`config.mk`:
```
export PLATFORM = sky130hd
export DESIGN_NAME = spi_target
export DESIGN_NICKNAME = d
export VERILOG_FILES = /design/src/rtl/spi_target.sv
export SDC_FILE = /design/constraint.sdc
export NUM_CORES = 1
export LEC_CHECK = 0
export ABC_AREA = 0
export CAP_MARGIN = 15
export CORE_MARGIN = 10
export CORE_UTILIZATION = 41
export CTS_CLUSTER_SIZE = 28
export DETAILED_ROUTE_END_ITERATION = 6
export GPL_TIMING_DRIVEN = 0
export SETUP_SLACK_MARGIN = 0.2
export SKIP_CTS_REPAIR_TIMING = 1
export SLEW_MARGIN = 10
export SYNTH_ARGS = -nofsm -noshare
export SYNTH_HDL_FRONTEND = slang
export SYNTH_SLANG_ARGS = --single-unit
```
`constraint.sdc`:
```
create_clock -name clk -period 1.9 [get_ports clk]
set_clock_uncertainty 0.1 [all_clocks]
set_input_delay 0.38 -clock clk [delete_from_list [all_inputs] [get_ports clk]]
set_output_delay 0.38 -clock clk [all_outputs]
set_load 0.005 [all_outputs]
```
`src/rtl/spi_target.sv`:
```
// SPI mode-0 target: 8-bit MSB-first frames with a one-deep tx holding register.
// Every SPI pin is brought into the clk domain through a 2-flop synchronizer.
module spi_target #(
  parameter logic [7:0] FILL_BYTE = 8'hFF
) (
  input  logic       clk,
  input  logic       reset,
  input  logic       spi_clk_i,
  input  logic       spi_csn_i,
  input  logic       spi_mosi_i,
  output logic       spi_miso_o,
  output logic       spi_miso_drive_o,
  input  logic [7:0] tx_byte_i,
  input  logic       tx_en_i,
  output logic       tx_ready_o,
  output logic [7:0] rx_byte_o,
  output logic       rx_en_o,
  output logic       sel_start_o,
  output logic       sel_end_o,
  output logic       tx_underrun_o,
  output logic       busy_o
);

  logic       sclk_m, sclk_s, sclk_d;
  logic       csn_m, csn_s, csn_d;
  logic       mosi_m, mosi_s;
  logic [2:0] bit_cnt;
  logic [6:0] rx_sh;
  logic [7:0] tx_sh;
  logic [7:0] hold;
  logic       hold_valid;
  logic       rise, fall, sel_fall, sel_rise, load;

  always_ff @(posedge clk) begin
    if (reset) begin
      sclk_m <= 1'b0;
      sclk_s <= 1'b0;
      sclk_d <= 1'b0;
      csn_m  <= 1'b1;
      csn_s  <= 1'b1;
      csn_d  <= 1'b1;
      mosi_m <= 1'b0;
      mosi_s <= 1'b0;
    end else begin
      sclk_m <= spi_clk_i;
      sclk_s <= sclk_m;
      sclk_d <= sclk_s;
      csn_m  <= spi_csn_i;
      csn_s  <= csn_m;
      csn_d  <= csn_s;
      mosi_m <= spi_mosi_i;
      mosi_s <= mosi_m;
    end
  end

  always_comb begin
    rise     = sclk_s & ~sclk_d & ~csn_s;
    fall     = ~sclk_s & sclk_d & ~csn_s;
    sel_fall = ~csn_s & csn_d;
    sel_rise = csn_s & ~csn_d;
    // The trailing SCLK fall of each byte doubles as the next byte's load.
    load     = sel_fall | (fall & (bit_cnt == 3'd0));
  end

  always_ff @(posedge clk) begin
    if (reset) begin
      bit_cnt          <= '0;
      rx_sh            <= '0;
      tx_sh            <= '0;
      hold             <= '0;
      hold_valid       <= 1'b0;
      rx_byte_o        <= '0;
      rx_en_o          <= 1'b0;
      sel_start_o      <= 1'b0;
      sel_end_o        <= 1'b0;
      tx_underrun_o    <= 1'b0;
      busy_o           <= 1'b0;
      spi_miso_drive_o <= 1'b0;
    end else begin
      rx_en_o          <= 1'b0;
      sel_start_o      <= 1'b0;
      sel_end_o        <= 1'b0;
      tx_underrun_o    <= 1'b0;
      busy_o           <= ~csn_s;
      spi_miso_drive_o <= ~csn_s;

      if (sel_fall) begin
        bit_cnt     <= '0;
        sel_start_o <= 1'b1;
      end else if (sel_rise) begin
        bit_cnt   <= '0;
        sel_end_o <= 1'b1;
      end else if (rise) begin
        rx_sh   <= {rx_sh[5:0], mosi_s};
        bit_cnt <= bit_cnt + 3'd1;
        if (bit_cnt == 3'd7) begin
          rx_byte_o <= {rx_sh, mosi_s};
          rx_en_o   <= 1'b1;
        end
      end

      if (load) begin
        if (hold_valid) begin
          tx_sh      <= hold;
          hold_valid <= 1'b0;
        end else begin
          tx_sh         <= FILL_BYTE;
          tx_underrun_o <= 1'b1;
        end
      end else if (fall && (bit_cnt != 3'd0)) begin
        tx_sh <= {tx_sh[6:0], 1'b0};
      end

      // A byte offered during an empty-hold load lands in hold, never in tx_sh.
      if (tx_en_i && !hold_valid) begin
        hold       <= tx_byte_i;
        hold_valid <= 1'b1;
      end
    end
  end

  assign spi_miso_o = tx_sh[7];
  assign tx_ready_o = ~hold_valid;

endmodule

```
==> metrics.csv <==
stage,metric,value,unit
run_status,outcome,completed,
power,leakage,0.0008748,uW
clock_tree,clk-insertion-delay-late,0.31,ns
sta,slew_headroom,66.44,%
worst_setup_path,crit_type,reg -> reg,
sta,fmaxAchievable,0.6107,GHz
detailed_routing,drt_iter0_markers,125,
place,place_area,2221,um2
detailed_routing,drc,0,
floorplan,std_cell_rows,24,
detailed_routing,ant_nets,0,
sta,fin_crit_sh,86.19,%
layout,num_antenna_cells,0,
place,detailed_place_hpwl,3125,um
logic_synthesis,syn_area,1866,um2
worst_setup_path,crit_arrival,1.73,ns
logic_synthesis,ys_types,32,
floorplan,die_x,87.46,um
sta,finalSetupViolCount,0,
logic_synthesis,ys_seq_area_share,51.51,%
logic_synthesis,synthTopCellsByCount,"48 x dfxtp_1, 30 x nand2_1, 24 x a21oi_1",
clock_tree,root_buffer,clkbuf_8,
floorplan,design.core.area,4384,um2
worst_setup_path,path_max_fanout,10,
logic_synthesis,ys_warn_count,0,
clock_tree,path_clk_slew,0.08,ns
logic_synthesis,ys.flop_type,dfxtp_1,
floorplan,die-area,7648,um2
floorplan,die_height,87.46,um
logic_synthesis,synth_seq_cells,48,
clock_tree,clk_path_buf_depth,2,
detailed_routing,wl_per_cell,14.55,um
place,gp_congestion,0.7909,
floorplan,initial_core_util,42.55,%
layout,syn2layout_area_growth,27.23,%
sta,tightestPinTransition,0.5034,ns
layout,final_util,54.14,%
global_route,grt_pass1_vias,1516,
worst_setup_path,required,1.99,ns
logic_synthesis,synth_nets,215,
sta,drv_slew,0,
global_route,grt_max_degree,16,
logic_synthesis,synth_top_cell_by_area,dfxtp_1,
floorplan,io_pins,30,
sta,fin_crit,1.638,ns
logic_synthesis,async_flop_share,0,%
logic_synthesis,synth-edff-count,0,
place,portBuffers,29,
sta,hold_ws,0.3171,ns
power,p_sw_share,23.45,%
power,pwr-share-seq,56.9,%
detailed_routing,num_vias,1503,
power,powerDensity,784.9,nW/um2
clock_tree,htreeDepth,2,
run,drv_cap,0,
layout,stdcell_area,2374,um2
power,p_comb_share,9.3,%
hold_path,hp-class,reg -> reg,
global_route,track_usage,11.26,%
detailed_routing,viasPerCell,5.201,
power,intPower,1426,uW
layout,fillCellCount,392,
sta,fin_ws,0.2625,ns
logic_synthesis,synth_most_common_cell,dfxtp_1,
layout,drive_gt1_share,14.77,%
clock_tree,cts_tree,yes,
logic_synthesis,synthCells,196,
power,peakVddDrop,0.0004416,V
worst_setup_path,end_kind,flip-flop,
layout,nets,255,
sta,finalHoldViolations,0,
global_route,antenna_found_initial,0,
detailed_routing,routed_wl,4204,um
power,clockPowerShare,33.8,%
logic_synthesis,synth.avg_cell_area,9.518,um2
place,pre_cts_ws,-0.02608,ns
global_route,grt_first_pass_wirelength,6969,um
worst_setup_path,critPathLaunchType,flip-flop,
clock_tree,clock_sinks,48,
power,p_switching,436.9,uW
clock_tree,cts_buffers,5,
detailed_routing,first_pass_iters,4,
logic_synthesis,synthTopCellsByArea,"dfxtp_1 52%, a21oi_1 6.4%, nand2_1 6.0%",
global_route,gr-total-overflow,0,
sta,grt_setup_unrepaired,false,
logic_synthesis,netlist.area_leader.share,51.51,%
-- state kept, by name (all words and copies together) (netlist names) --
name           cells
hold               8
rx_byte_o          8
tx_sh              8
rx_sh              7
bit_cnt            3
busy_o             1
csn_d              1
csn_m              1
csn_s              1
hold_valid         1
mosi_m             1
mosi_s             1
rx_en_o            1
sclk_d             1
sclk_m             1
sclk_s             1
sel_end_o          1
sel_start_o        1
tx_underrun_o      1
-- power groups by stage --
stage               clock network (uW)  registers, uW  logic, uW
floorplan                            0           1080       92.0
global placement                     0           1080        151
detailed placement                   0           1080        159
CTS                                644           1060        160
global route                       692           1060        192
finish                             630           1060        173
-- through the flow --
stage | setup TNS, ns | std cells | total power, uW
CTS | 0 | 285 | 1862
finish | 0 | 289 | 1863
global route | 0 | 289 | 1949
detailed placement | -0.1022 | 277 | 1241
floorplan | 0 | 196 | 1168
global placement | 0 | 277 | 1231
-- final timing paths --
check / startpoint / to / slack [ns] / cells after the start
setup / recovery: csn_s / tx_sh[6] / 0.26 / 5
hold / removal: csn_m / csn_s / 0.32 / 1
setup reg to reg: csn_s / tx_sh[6] / 0.26 / 5
hold reg to reg: csn_m / csn_s / 0.32 / 1
-- per-layer routing --
layer	global-route usage, %	wire, um	up-vias
met1	14.17	1932	712
met3	3.933	217	0
li1	-	-	756
met2	17.26	2055	35
met5	0	0	-
met4	4.058	0	0
-- layout make-up --
| class | instances | area (um2) | area share, % |
|---|---|---|---|
| clock buffers | 6 | 82.58 | 3.479 |
| clock inverters | 2 | 15.01 | 0.6326 |
| flip-flops and latches | 48 | 968.4 | 40.80 |
| repair buffers | 33 | 325.3 | 13.71 |
| inverters | 8 | 32.53 | 1.371 |
| plain buffers | 11 | 71.32 | 3.005 |
| multi-input cells | 129 | 813.3 | 34.26 |
| well taps | 52 | 65.06 | 2.741 |
-- cells by family (layout without fill, tap and decap cells) --
family          count (synthesis)  count (layout)  synth area share, %
flops                          48              48                51.51
simple gates                   71              71                21.06
compound gates                 50              50                17.51
fa+ha+maj                       5               5                3.353
mux                             2               2                1.073
xor+xnor                        1               1               0.4696
buf+inv                        19              60                5.030
-- worst max-delay path: stages, from the launching register on --
cell and delay, ns:
dfxtp_4 0.39, inv_1 0.06, ha_2 0.21, buf_4 0.17, or3_1 0.35, a32o_1 0.25
-- placed cells by master, fill, tap and decap left out, types with 2 or more instances in the layout --
master           netlist  routed
a211o_1                7       7
mux2i_1                2       2
nand3_1                8       8
clkbuf_8               0       6
nand2_1               30      30
clkbuf_2               0       2
dfxtp_2                0       3
o21ai_0                8       7
nor3_1                 2       2
nor2_1                 6       6
ha_1                   5       4
inv_1                  7       7
buf_4                  2       8
nor2b_1                7       7
dlymetal6s2s_1         0       2
or3_1                  8       8
nor3b_2                2       2
o2bb2ai_1              2       2
clkdlybuf4s50_1        0      27
clkinvlp_4             0       2
or2_2                  2       2
a21oi_1               24      24
dfxtp_1               48      44
a32o_1                 7       7
clkbuf_1               3       3
Note: power is estimated with default switching activity, not from simulation.
